--- src/rtl/ifetch_ctrl.sv ---
// Instruction-fetch controller: issues one bundle-aligned I-cache request at a time,
// holds the returned bundle for downstream, and squashes in-flight work on redirect.
module ifetch_ctrl #(
    parameter int          FETCH_WIDTH = 2,
    parameter logic [63:0] PC_RESET    = 64'h8000_0000
) (
    input  logic                      clk,
    input  logic                      resetn,
    input  logic [63:0]               pc_nxt,
    input  logic                      redirect_valid,
    input  logic [63:0]               redirect_pc,
    output logic                      ireq_valid,
    output logic [63:0]               ireq_addr,
    input  logic                      ireq_ready,
    input  logic                      iresp_valid,
    input  logic [32*FETCH_WIDTH-1:0] iresp_data,
    output logic [64*FETCH_WIDTH-1:0] pcF,
    output logic [FETCH_WIDTH-1:0]    validF,
    output logic [32*FETCH_WIDTH-1:0] instrF,
    output logic                      bundle_valid,
    input  logic                      bundle_ready
);

    localparam int          BW         = 32 * FETCH_WIDTH;
    localparam logic [63:0] ALIGN_MASK = ~(64'(FETCH_WIDTH * 4) - 64'd1);
    localparam logic [63:0] WORD_MASK  = 64'(FETCH_WIDTH - 1);

    typedef enum logic [1:0] {
        S_REQ  = 2'd0,
        S_WAIT = 2'd1,
        S_HOLD = 2'd2
    } state_t;

    state_t                 state_q;
    logic [63:0]            pc_q;
    logic                   drop_q;
    logic                   bundle_valid_q;
    logic [FETCH_WIDTH-1:0] validF_q;
    logic [BW-1:0]          instrF_q;

    logic [63:0]               aligned_s;
    logic [63:0]               word_off_s;
    logic [FETCH_WIDTH-1:0]    slot_mask_s;
    logic [64*FETCH_WIDTH-1:0] pcF_s;

    // Bundle-aligned address, per-slot PCs and the entry-slot mask derived from pc_q.
    always_comb begin
        aligned_s   = pc_q & ALIGN_MASK;
        word_off_s  = (pc_q >> 2) & WORD_MASK;
        slot_mask_s = '0;
        pcF_s       = '0;
        for (int i = 0; i < FETCH_WIDTH; i++) begin
            pcF_s[i*64 +: 64] = aligned_s + 64'(4 * i);
            slot_mask_s[i]    = (64'(i) >= word_off_s);
        end
    end

    // Fetch FSM: pc, drop flag and the held bundle, with redirect taking priority in every state.
    always_ff @(posedge clk or negedge resetn) begin
        if (!resetn) begin
            state_q        <= S_REQ;
            pc_q           <= PC_RESET;
            drop_q         <= 1'b0;
            bundle_valid_q <= 1'b0;
            validF_q       <= '0;
            instrF_q       <= '0;
        end else begin
            case (state_q)
                S_REQ: begin
                    if (redirect_valid) begin
                        pc_q <= redirect_pc;
                        // An accepted request is still in flight; its response must be discarded.
                        if (ireq_ready) begin
                            state_q <= S_WAIT;
                            drop_q  <= 1'b1;
                        end else begin
                            state_q <= S_REQ;
                        end
                    end else if (ireq_ready) begin
                        state_q <= S_WAIT;
                    end else begin
                        state_q <= S_REQ;
                    end
                end
                S_WAIT: begin
                    if (redirect_valid) begin
                        pc_q <= redirect_pc;
                        if (iresp_valid) begin
                            state_q <= S_REQ;
                            drop_q  <= 1'b0;
                        end else begin
                            state_q <= S_WAIT;
                            drop_q  <= 1'b1;
                        end
                    end else if (iresp_valid) begin
                        if (drop_q) begin
                            state_q <= S_REQ;
                            drop_q  <= 1'b0;
                        end else begin
                            state_q        <= S_HOLD;
                            bundle_valid_q <= 1'b1;
                            validF_q       <= slot_mask_s;
                            instrF_q       <= iresp_data;
                        end
                    end else begin
                        state_q <= S_WAIT;
                    end
                end
                S_HOLD: begin
                    if (redirect_valid) begin
                        pc_q           <= redirect_pc;
                        state_q        <= S_REQ;
                        bundle_valid_q <= 1'b0;
                        validF_q       <= '0;
                    end else if (bundle_ready) begin
                        pc_q           <= pc_nxt;
                        state_q        <= S_REQ;
                        bundle_valid_q <= 1'b0;
                        validF_q       <= '0;
                    end else begin
                        state_q <= S_HOLD;
                    end
                end
                default: begin
                    state_q        <= S_REQ;
                    drop_q         <= 1'b0;
                    bundle_valid_q <= 1'b0;
                    validF_q       <= '0;
                end
            endcase
        end
    end

    assign ireq_valid   = (state_q == S_REQ);
    assign ireq_addr    = aligned_s;
    assign pcF          = pcF_s;
    assign validF       = validF_q;
    assign instrF       = instrF_q;
    assign bundle_valid = bundle_valid_q;

endmodule

--- config.mk ---
export PLATFORM = sky130hd
export DESIGN_NAME = ifetch_ctrl
export DESIGN_NICKNAME = d
export VERILOG_FILES = /design/src/rtl/ifetch_ctrl.sv
export SDC_FILE = /design/constraint.sdc
export NUM_CORES = 1
export LEC_CHECK = 0
export BUFFER_PORTS_ARGS = -buffer_cell sky130_fd_sc_hd__buf_2
export CAP_MARGIN = 20
export CORE_AREA = 2 2 178 180
export CTS_BUF_LIST = sky130_fd_sc_hd__clkbuf_16
export DETAILED_ROUTE_END_ITERATION = 12
export DIE_AREA = 0 0 180 182
export PLACE_DENSITY_LB_ADDON = 0.3
export SKIP_LAST_GASP = 1
export SLEW_MARGIN = 5
export SYNTH_ARGS = -nofsm -noshare
export SYNTH_HDL_FRONTEND = slang
export SYNTH_SLANG_ARGS = --single-unit
--- constraint.sdc ---
create_clock -name clk -period 2.61 [get_ports clk]
set_clock_uncertainty 0.1 [all_clocks]
set_input_delay 0.522 -clock clk [delete_from_list [all_inputs] [get_ports clk]]
set_output_delay 0.522 -clock clk [all_outputs]
set_load 0.02 [all_outputs]
After elaboration in Yosys (flattened, before gate mapping)
Cells that the tools add are included.

Output and inout bits: 260. Bits of input ports: 198. Word-level logic and storage cells: 60. Register bits after elaboration: 134.

Add/sub/neg operators: 1. Muxes and demuxes: 30. $lt $le $gt $ge: 2. Bitwise logic cells: 4. Reductions and logical operators: 7. Equality and inequality tests: 10.

Operators with widths (count): $mux W64 (3); $pmux W64 S2 (1); $add A64 B3 Y64 const B (1); $mux W2 (10); $mux W1 (12); $pmux W2 S3 (2); $ne A2 B2 Y1 const B (4); $reduce_and A4 Y1 (2); $ne A3 B3 Y1 const B (2); $pmux W1 S3 (2); $reduce_and A5 Y1 (1); $ne A2 B1 Y1 const B (2); $not A1 Y1 (4); $reduce_and A3 Y1 (1); $eq A2 B1 Y1 const B (1); $eq A2 B2 Y1 const B (1); $ge A1 B1 Y1 const A (2); $logic_not A2 Y1 (1); $reduce_bool A2 Y1 (1); $reduce_or A2 Y1 (1).

Logic depth before layout (Yosys ltp)
Gate-level depths: netlist (run 1).

Word-level depth: 5. Mapped depth: 6. Mapped depth without buffers: 3.

Worst setup path before layout (run 1)
No wires, ideal clock.

Path type: input to register. Start point: in redirect_valid. End point: reg instrF_q[54] (netlist: instrF[54]). Library setup time: 0.127 ns. Path buffers: 3. Stages: 5. Data required time: 2.383 ns. Path slack: 0.868 ns. Data arrival time: 1.514 ns. Path through: clkbuf_2 > nor3_2 > buf_6 > buf_8 > mux2_1.

Cells in the longest elaborated chain, start to end: 2.

RTL lines: from (decl) (line 10) `input logic redirect_valid,`; $not A1 Y1 (no line); $reduce_and A4 Y1 (no line); to (signal assigned) (line 103) `instrF_q <= iresp_data;`; to (decl) (line 39) `logic [BW-1:0] instrF_q;`.

No other way between the ends. A chain may end at the register's enable or synchronous reset.

Worst setup path after layout (run 1)
Start point: reg state_q[1]. End point: out ireq_valid.

Cells in the longest elaborated chain, start to end: 1.

RTL lines: from (decl) (line 34) `state_t state_q;`; from (signal assigned) (line 61) `state_q <= S_REQ;`; from (signal assigned) (line 74) `state_q <= S_WAIT;`; from (signal assigned) (line 77) `state_q <= S_REQ;`; $logic_not A2 Y1 (line 134) `assign ireq_valid = (state_q == S_REQ);`; to (decl) (line 12) `output logic ireq_valid,`.

No other way between the ends.

==> run metrics, run 1 <==
status=finished clean; CP Launch Type=flip-flop; Vias=5166; Port Buf Inserts=444; GPL Wtd Cong=0.7307; initial antenna violation count=5; Cells after Synth=632; Min-Delay Path Class=in2reg; Clk pwr share=28.2%; PD cells=962.6 nW/um2; Core Area=30990 um2; final setup vio count=0; post-synthesis cell type count=30; placed cell areas=8054 um2; largest net degree at the start of global routing=66; Gate power share=35.3%; Switching Fraction=38.01%; Place WS=between 0.6 and 0.7 ns; CTS HTree Levels=4; worst skew pair latency=0.42 ns; most frequent cells in the layout=buf_2, dfrtp_1, a21oi_1; drt first pass iters=4; worst path arrival time=1.36 ns; CP peak stage delay=around 0.66 ns; Slew Limit Fails=0; Rel. slew slack=roughly two thirds; Cell Count, Final, Fillers Out=1312; static leakage=4.519 nW; CP Data Required Time=1.99 ns; sequential share of power=36.5%; share of cells above drive strength 1=a little under three fifths; # nets final=1092; die footprint=32760 um2; critical path, cell by cell=nor2_1, buf_2; Starting DRT DRC Count=136; Synth Register Bits=131; crit path max fanout=14; sequential area share after synthesis=between 40% and 50%; Worst R2R Setup Slack=between 0.7 and 0.8 ns; Highest Clock Rate=0.5033 GHz; CTS sink cnt=131; clock slew seen by the registers of the worst setup and hold paths=0.07 ns; first-pass GRT wire length=~30 mm; Synth Warn #=0; CTS buffer count=17; Final Instance Area=approximately 8600 um2; Final Cycle Share=76.12%; post-synthesis cell area=roughly 6800 um2; root buf cell=clkbuf_16; max cap viols=0; Cell Int Power=0.005154 W; Crit. End Element=output pin; Avg Cell Area, Syn=10.73 um2; Rows=65; Pwr Total=roughly 0.0083 W; peak supply drop=0.4518 mV; final-report hold violation count=0; CP Class=reg2out; slowest cell on the critical path=dfrtp_1; initial core utilization=21.88%; actual slew at the worst max-slew pin=about 0.51 ns; setup TNS=0 ns; final wirelength=19.86 mm; DRC Markers=0; WL per Instance=15.14 um; antenna viol nets, final=0; placed insts=1276; Die Span X=approximately 180 um; post_cts resized=0; DP HPWL=15.33 mm; All-Layer GR Usage=11.84%; most common cell after layout, fill and taps aside=buf_2; Setup Fix Bufs, Post-CTS=0; Final min period=1.987 ns; P&R area growth vs syn=27.43%; Longest Clk Path Bufs=2; NetSw=0.003161 W; vias in the first global route=5089; slack of the critical path=0.6232 ns; height of the die=about 180 um; # IOs=roughly 460; vias per cell=3.938; CTS tree=done; RSZ-0062 raised after global routing=false; GR Overflow Total=0
## routing by layer
| layer | GRT usage, % | up-vias | part of all wire [%] |
|---|---|---|---|
| met1 | 13.80 | 2453 | 41 |
| met3 | 4.392 | 10 | 8.5 |
| li1 | - | 2445 | - |
| met5 | 0 | - | 0.065 |
| met2 | 20.12 | 256 | 50 |
| met4 | 3.837 | 2 | 0.99 |
## state kept, by name, summed over array words and instances (netlist names)
name / count
instrF: 64
validF: 1
drop_q: 1
bundle_valid: 1
pc_q: 62
state_q: 2
## synth_stat cells
| cell type | instances | area share (%) |
|---|---|---|
| a21bo_2 | 1 | 0.15 |
| a21o_1 | 1 | 0.11 |
| a21oi_1 | 66 | 4.9 |
| a311o_1 | 1 | 0.15 |
| buf_12 | 4 | 1.2 |
| buf_2 | 22 | 1.6 |
| buf_4 | 193 | 21 |
| buf_6 | 1 | 0.17 |
| buf_8 | 1 | 0.22 |
| clkbuf_1 | 1 | 0.055 |
| clkbuf_2 | 1 | 0.074 |
| conb_1 | 2 | 0.11 |
| dfrtp_1 | 130 | 48 |
| dfstp_2 | 1 | 0.39 |
| inv_1 | 64 | 3.5 |
| mux2_1 | 49 | 8.1 |
| mux2_2 | 15 | 2.5 |
| nand2_1 | 2 | 0.11 |
| nand3b_2 | 1 | 0.17 |
| nand4bb_1 | 1 | 0.17 |
| nor2_1 | 3 | 0.17 |
| nor2b_1 | 3 | 0.28 |
| nor3_2 | 1 | 0.15 |
| nor3b_1 | 1 | 0.11 |
| o211ai_1 | 1 | 0.11 |
| o21ai_0 | 1 | 0.074 |
| o22ai_1 | 62 | 5.7 |
| o31ai_1 | 1 | 0.11 |
| or2_2 | 1 | 0.092 |
| or4_1 | 1 | 0.11 |
## final timing paths
| path | start | end | cells after the start |
|---|---|---|---|
| max | state_q[1] | ireq_valid | 2 |
| min | iresp_data[35] | instrF[35] | 2 |
| max reg2reg | state_q[1] | pc_q[50] | 5 |
| min reg2reg | instrF[28] | instrF[28] | 1 |
| max in group asynchronous | resetn | instrF[42] | 3 |
| min in group asynchronous | resetn | instrF[36] | 2 |
## worst max-delay path, delay by kind of cell, from the launching register on
kind / cells / cell delay, ns
and+or+nand+nor: 1 / 0.09
buffers and inverters: 1 / 0.19
DFF: 1 / 0.66
## power by group through the flow
stage	Combinational (W)	Sequential [W]	Clock (W)
2_1_floorplan	0.00161	0.00366	0
3_3_place_gp	0.00297	0.00305	0
3_5_place_dp	0.00298	0.00307	0
4_1_cts	0.00298	0.00305	0.00246
5_1_grt	0.00314	0.00314	0.00255
6_report	0.00293	0.00304	0.00234
## per-stage QoR
step	utilization, %	hold slack (ns)
floorplan	-	0.1264
global placement	25.99	0.3475
detailed placement	25.99	0.3406
CTS	27.85	0.1852
global route	27.86	0.1867
finish	27.88	0.2176
## cell families after synthesis
kind of cell	count (synthesis)	share of synthesized area (%)
buf+inv	287	28.24
simple gates	14	1.348
compound gates	134	11.30
flops	131	48.38
other cells	2	0.1108
mux	64	10.63
## repair_timing
action                                  in CTS  in global routing
hold endpoints to repair                    28                  0
hold buffers                                 1                  0
endpoints found under the setup margin       0                  0
## layout make-up
| type | count | area, um2 |
|---|---|---|
| inverter | 64 | 240.2 |
| tap | 402 | 503.0 |
| clock inverter | 15 | 141.4 |
| clock buffer | 17 | 425.4 |
| sequential | 131 | 3279 |
| antenna | 3 | 7.507 |
| fill | 3368 | 22350 |
| timing repair buffer | 459 | 2406 |
| multi-input combinational | 221 | 1635 |
Note: power is estimated with default switching activity, not from simulation.
==> run 2, diff against run 1 <==
Clock period 2.61 ns to 1.8 ns, I/O delays scaled along.
==> run metrics, run 2 (synthesis results as in run 1) <==
Cell Count, Final, Fillers Out=1322 (+0.76%); Pwr Total=0.01231 W (+48%); initial core utilization=21.88% (unchanged); largest net degree at the start of global routing=53 (-20%); GPL Wtd Cong=0.7213 (-1.3%); final-report hold violation count=0 (unchanged); vias per cell=3.900 (-0.95%); status=finished with violations; peak supply drop=0.6086 mV (+35%); Cell Int Power=0.007573 W (+47%); worst path arrival time=2.00 ns (+0.64 ns); NetSw=0.004738 W (+50%); final wirelength=20.52 mm (+3.3%); first-pass GRT wire length=30.17 mm (+2.1%); most frequent cells in the layout=buf_2, dfrtp_1, a21oi_1; initial antenna violation count=3 (-2); Switching Fraction=38.49% (+0.47 points); die footprint=32760 um2 (unchanged); Slew Limit Fails=0 (unchanged); CTS HTree Levels=4 (unchanged); RSZ-0062 raised after global routing=true; PD cells=1401 nW/um2 (+46%); sequential share of power=35.7% (-0.8 points); Die Span X=180 um (unchanged); max FFs per register=64 (unchanged); P&R area growth vs syn=29.66%; WL per Instance=15.52 um (+2.5%); antenna viol nets, final=0 (unchanged); CTS buffer count=17 (unchanged); Core Area=30990 um2 (unchanged); All-Layer GR Usage=12.01% (+0.17 points); violated checks=negative setup slack; Highest Clock Rate=0.5536 GHz; Finished Core Util=28.37% (+0.49 points); static leakage=4.614 nW (+2.1%); crit path max fanout=13 (-1); HP Start=iresp_data[51]; FF-to-FF path depth=5 (unchanged); CP Class=reg2reg; Rows=65 (unchanged); CP Launch Type=flip-flop; DRC Markers=0 (unchanged); share of cells above drive strength 1=56.91% (+0.79 points); Worst R2R Setup Slack=-0.006 ns (-0.76 ns); slack of the critical path=-0.006308 ns (-0.6295 ns); Min-Delay Path Class=in2reg; max cap viols=0 (unchanged); Final Instance Area=8790 um2 (+1.8%); CTS sink cnt=131 (unchanged); FF-to-FF End=instrF[6]; vias in the first global route=5160 (+1.4%); Clk pwr share=29.2% (+1.0 points); CP Data Required Time=1.99 ns (about the same); Vias=5156 (-0.19%); Gate power share=35.1% (-0.2 points); most common cell after layout, fill and taps aside=buf_2; Longest Clk Path Bufs=2 (unchanged); placed cell areas=8127 um2 (+0.90%); root buf cell=clkbuf_16; hold endpoint=instrF[51]; final setup vio count=1 (+1); DP HPWL=15.44 mm (+0.71%); GR Overflow Total=0 (unchanged); height of the die=182 um (unchanged); CTS tree=done; # IOs=458 (unchanged); Crit. End Element=flip-flop; Final Cycle Share=100.4%; Port Buf Inserts=444 (unchanged); Starting DRT DRC Count=120 (-12%); number of stages on the worst hold path=2 (unchanged); reg2reg start=drop_q; Layout fillers=3341 (-0.80%); # nets final=1104 (+1.1%); worst skew pair latency=0.41 ns (about the same); clock slew seen by the registers of the worst setup and hold paths=0.07 ns (about the same); Final min period=~1.8 ns; drt first pass iters=4 (unchanged); placed insts=1284 (+0.63%)
[run 2: cell count changes in the layout (fill, tap and decap cells not counted), sizes merged]
cell	before	now
clkbuf	17	18
diode	3	1
inv	67	73
clkinv	5	1
clkinvlp	5	3
buf	458	469
[run 2: worst max-delay path, stage by stage, from the launching register on]
cell and delay [ns]:
dfrtp_1 0.38, nand3b_2 0.26, nor3_4 0.22, buf_4 0.18
buf_6 0.20, mux2_2 0.35
[run 2: worst max-delay path by stage]
stage | end | startpoint | slack (ns) | depth (start not counted)
after detailed placement | instrF[8] | drop_q | 0.03 | 4
after CTS | instrF[6] | drop_q | 0.03 | 4
final | instrF[6] | drop_q | -0.006 | 5
after global routing | instrF[14] | drop_q | -0.07 | 5
after global placement | instrF[6] | drop_q | 0.05 | 4
after floorplan | instrF[54] | drop_q | 0.20 | 5
[run 2: power groups by stage]
stage / sequential, W / clock (W) / combinational [W]
after floorplan: 0.00531 / 0 / 0.00233
after global placement: 0.00442 / 0 / 0.00434
after detailed placement: 0.00444 / 0 / 0.00436
after CTS: 0.00441 / 0.00378 / 0.00436
after global routing: 0.00454 / 0.00393 / 0.00463
final: 0.00440 / 0.00360 / 0.00432
[run 2: per-layer routing]
layer	vias up	share of wire (%)	track usage (%)	routed length [um]
li1	2465	-	-	-
met1	2421	41	14.25	8337
met2	258	51	20.83	10390
met3	10	7.9	4.011	1627
met4	2	0.75	3.122	153
met5	-	0.049	0	10
[run 2: area by class of cell]
cell class	instances	area, um2	share of cell area, %
Inverter	64	240.2	2.733
Tap cell	402	503.0	5.722
Timing Repair Buffer	471	2534	28.83
Clock inverter	15	170.2	1.936
Clock buffer	17	425.4	4.840
Antenna cell	1	2.502	0.02847
Multi-Input combinational cell	221	1635	18.61
Sequential cell	131	3279	37.31
[run 2: what timing repair did]
action                                  CTS  global route
endpoints found under the hold margin    29             0
hold buffers                              1             0
buffers inserted                          0             2
resized for setup                         0             4
endpoints found under the setup margin    0            47
[run 2: stage by stage]
stage | setup WS (ns) | TNS, ns | hold slack (ns)
6_report | -0.006308 | -0.006308 | 0.05706
5_1_grt | -0.06645 | -2.554 | 0.03123
4_1_cts | 0.02657 | 0 | 0.02604
3_3_place_gp | 0.05176 | 0 | 0.2172
3_5_place_dp | 0.03230 | 0 | 0.2170
2_1_floorplan | 0.2025 | 0 | -0.03559
==> run 3, diff against run 2 <==
Settings changed: CORE_AREA 2 2 178 180 to 2 2 176 178, CTS_BUF_LIST sky130_fd_sc_hd__clkbuf_16 to sky130_fd_sc_hd__clkbuf_4, DIE_AREA 0 0 180 182 to 0 0 178 180.
==> run metrics, run 3 (synthesis results as in run 1) <==
status=finished clean; All-Layer GR Usage=13.50% (+1.5 points); Worst path most repeated cell=buf_6; Final Cycle Share=97.47% (-2.9 points); Port Buf Inserts=444 (unchanged); die footprint=32040 um2 (-2.2%); Starting DRT DRC Count=148 (+23%); met3 global-route usage=3.194% (-0.82 points); number of stages on the worst hold path=3 (+1); CTS HTree Levels=4 (unchanged); CP Data Required Time=1.34 ns (-0.65 ns); clock slew seen by the registers of the worst setup and hold paths=0.16 ns (+0.09 ns); Core Area=30190 um2 (-2.6%); Min-Delay Path Class=in2reg; CP Launch Type=flip-flop; CTS buffer count=17 (unchanged); slack of the critical path=0.04557 ns (+0.05187 ns); Die Span X=178 um (-1.1%); height of the die=180 um (-1.1%); Multi-input gate area=1652 um2 (+0.99%); CP Class=reg2out; most common cell after layout, fill and taps aside=buf_2; largest net degree at the start of global routing=38 (-28%); Final min period=1.754 ns (-0.05187 ns); vias per cell=3.927 (+0.69%); vias in the first global route=6088 (+18%); final-report hold violation count=0 (unchanged); HP Start=pc_nxt[28]; CP peak stage delay=0.44 ns (+0.06 ns); static leakage=5.297 nW (+15%); P&R area growth vs syn=54.50%; GR Overflow Total=0 (unchanged); DP HPWL=15.59 mm (+0.93%); PD cells=1068 nW/um2 (-24%); max FFs per register=64 (unchanged); worst path arrival time=1.29 ns (-0.71 ns); hold endpoint=pc_q[28]; antenna viol nets, final=0 (unchanged); crit path max fanout=2 (-11); final setup vio count=0 (-1); WL per Instance=14.75 um (-4.9%); # IOs=458 (unchanged); first-pass GRT wire length=33.35 mm (+11%); initial antenna violation count=3 (unchanged); DRC Markers=0 (unchanged); slowest cell on the critical path=dfrtp_2; busiest grt layer=met2; Layout fillers=3070 (-8.1%); Highest Clock Rate=0.5700 GHz (+3.0%); CTS tree=done; Final Instance Area=10470 um2 (+19%); CTS sink cnt=131 (unchanged); worst skew pair latency=0.54 ns (+0.13 ns); max cap viols=0 (unchanged); Rows=64 (-1.5%); root buf cell=clkbuf_4; initial core utilization=22.46% (+0.58 points); Place WS=0.02685 ns (-0.005450 ns); reg2reg start=state_q[0]; GPL Wtd Cong=0.7249 (+0.50%); Vias=5914 (+15%); # nets final=1291 (+17%); most frequent cells in the layout=buf_2, dlygate4sd3_1, dfrtp_1; Longest Clk Path Bufs=2 (unchanged); placed cell areas=8184 um2 (+0.71%); FF-to-FF path depth=6 (+1); GRT met2 Usage=24.99% (+4.2 points); share of cells above drive strength 1=47.56% (-9.4 points); RSZ-0062 raised after global routing=true; Sequential Area=3283 um2 (+0.11%); FF-to-FF End=instrF[22]; peak supply drop=0.7530 mV (+24%); Crit. End Element=output pin; Worst R2R Setup Slack=0.09 ns (+0.10 ns); M1 GR Usage=14.89% (+0.64 points); Slew Limit Fails=0 (unchanged); critical path, cell by cell=buf_6, nor2_4, buf_6; final wirelength=22.22 mm (+8.3%); drt first pass iters=4 (unchanged)
==> run 3: cell types whose count changed in the layout (fill, tap and decap cells not counted), sizes merged <==
| cell | change |
|---|---|
| diode | +3 |
| clkinv | +5 |
| dlygate4sd3 | +189 |
| bufinv | -2 |
| clkinvlp | -2 |
| buf | -2 |
| inv | -1 |
==> run 3: final cells by class <==
class | instances | area share, %
multi-input cells | 221 | 15.77
inverters | 64 | 2.294
clock buffers | 17 | 1.218
diodes | 4 | 0.09557
repair buffers | 658 | 43.22
flip-flops and latches | 131 | 31.35
well taps | 396 | 4.731
clock inverters | 15 | 1.326
==> run 3: worst max-delay path by stage <==
stage	from	endpoint	slack (ns)	depth (start not counted)
3_5_place_dp	redirect_valid	pc_q[13]	0.03	5
6_report	state_q[1]	ireq_valid	0.05	3
5_1_grt	state_q[0]	ireq_valid	-0.07	3
4_1_cts	state_q[1]	ireq_valid	-0.05	3
3_3_place_gp	redirect_valid	pc_q[13]	0.03	5
2_1_floorplan	drop_q	instrF[54]	0.20	5
==> run 3: metrics by stage <==
stage / power [W] / instances / hold slack [ns] / util, % / setup TNS, ns
5_1_grt: 0.01193 / 1505 / 0.03867 / 34.69 / -0.1679
2_1_floorplan: 0.007635 / 639 / -0.03559 / - / 0
3_3_place_gp: 0.008801 / 1275 / 0.1795 / 27.11 / 0
6_report: 0.01119 / 1506 / 0.08227 / 34.69 / 0
3_5_place_dp: 0.008848 / 1275 / 0.1754 / 27.11 / 0
4_1_cts: 0.01138 / 1501 / 0.008622 / 34.53 / -0.1038
==> run 3: what timing repair did <==
| item | CTS | global route |
|---|---|---|
| setup endpoints to repair | 11 | 22 |
| gates cloned | 0 | 1 |
| endpoints found under the hold margin | 259 | 0 |
| pin swaps | 1 | 1 |
| gates resized for setup | 14 | 3 |
| buffers inserted | 4 | 0 |
| hold buffers | 190 | 0 |
==> run 3: power by group <==
group	internal, W	switching (W)
sequential	0.00384	0.000552
combinational	0.00196	0.00281
clock	0.000609	0.00141
==> run 3: worst max-delay path, delay by kind of cell, from the launching register on <==
family | cells | cell delay [ns]
buffers and inverters | 2 | 0.25
flip-flops | 1 | 0.44
AND/OR/NAND/NOR | 1 | 0.07
==> run 3: metal layers <==
| metal | routed length [um] | vias to the layer above | share of wire (%) |
|---|---|---|---|
| met4 | 413 | 0 | 1.9 |
| met2 | 11820 | 281 | 53 |
| met5 | 0 | - | 0 |
| li1 | - | 2841 | - |
| met1 | 8638 | 2765 | 39 |
| met3 | 1342 | 27 | 6.0 |
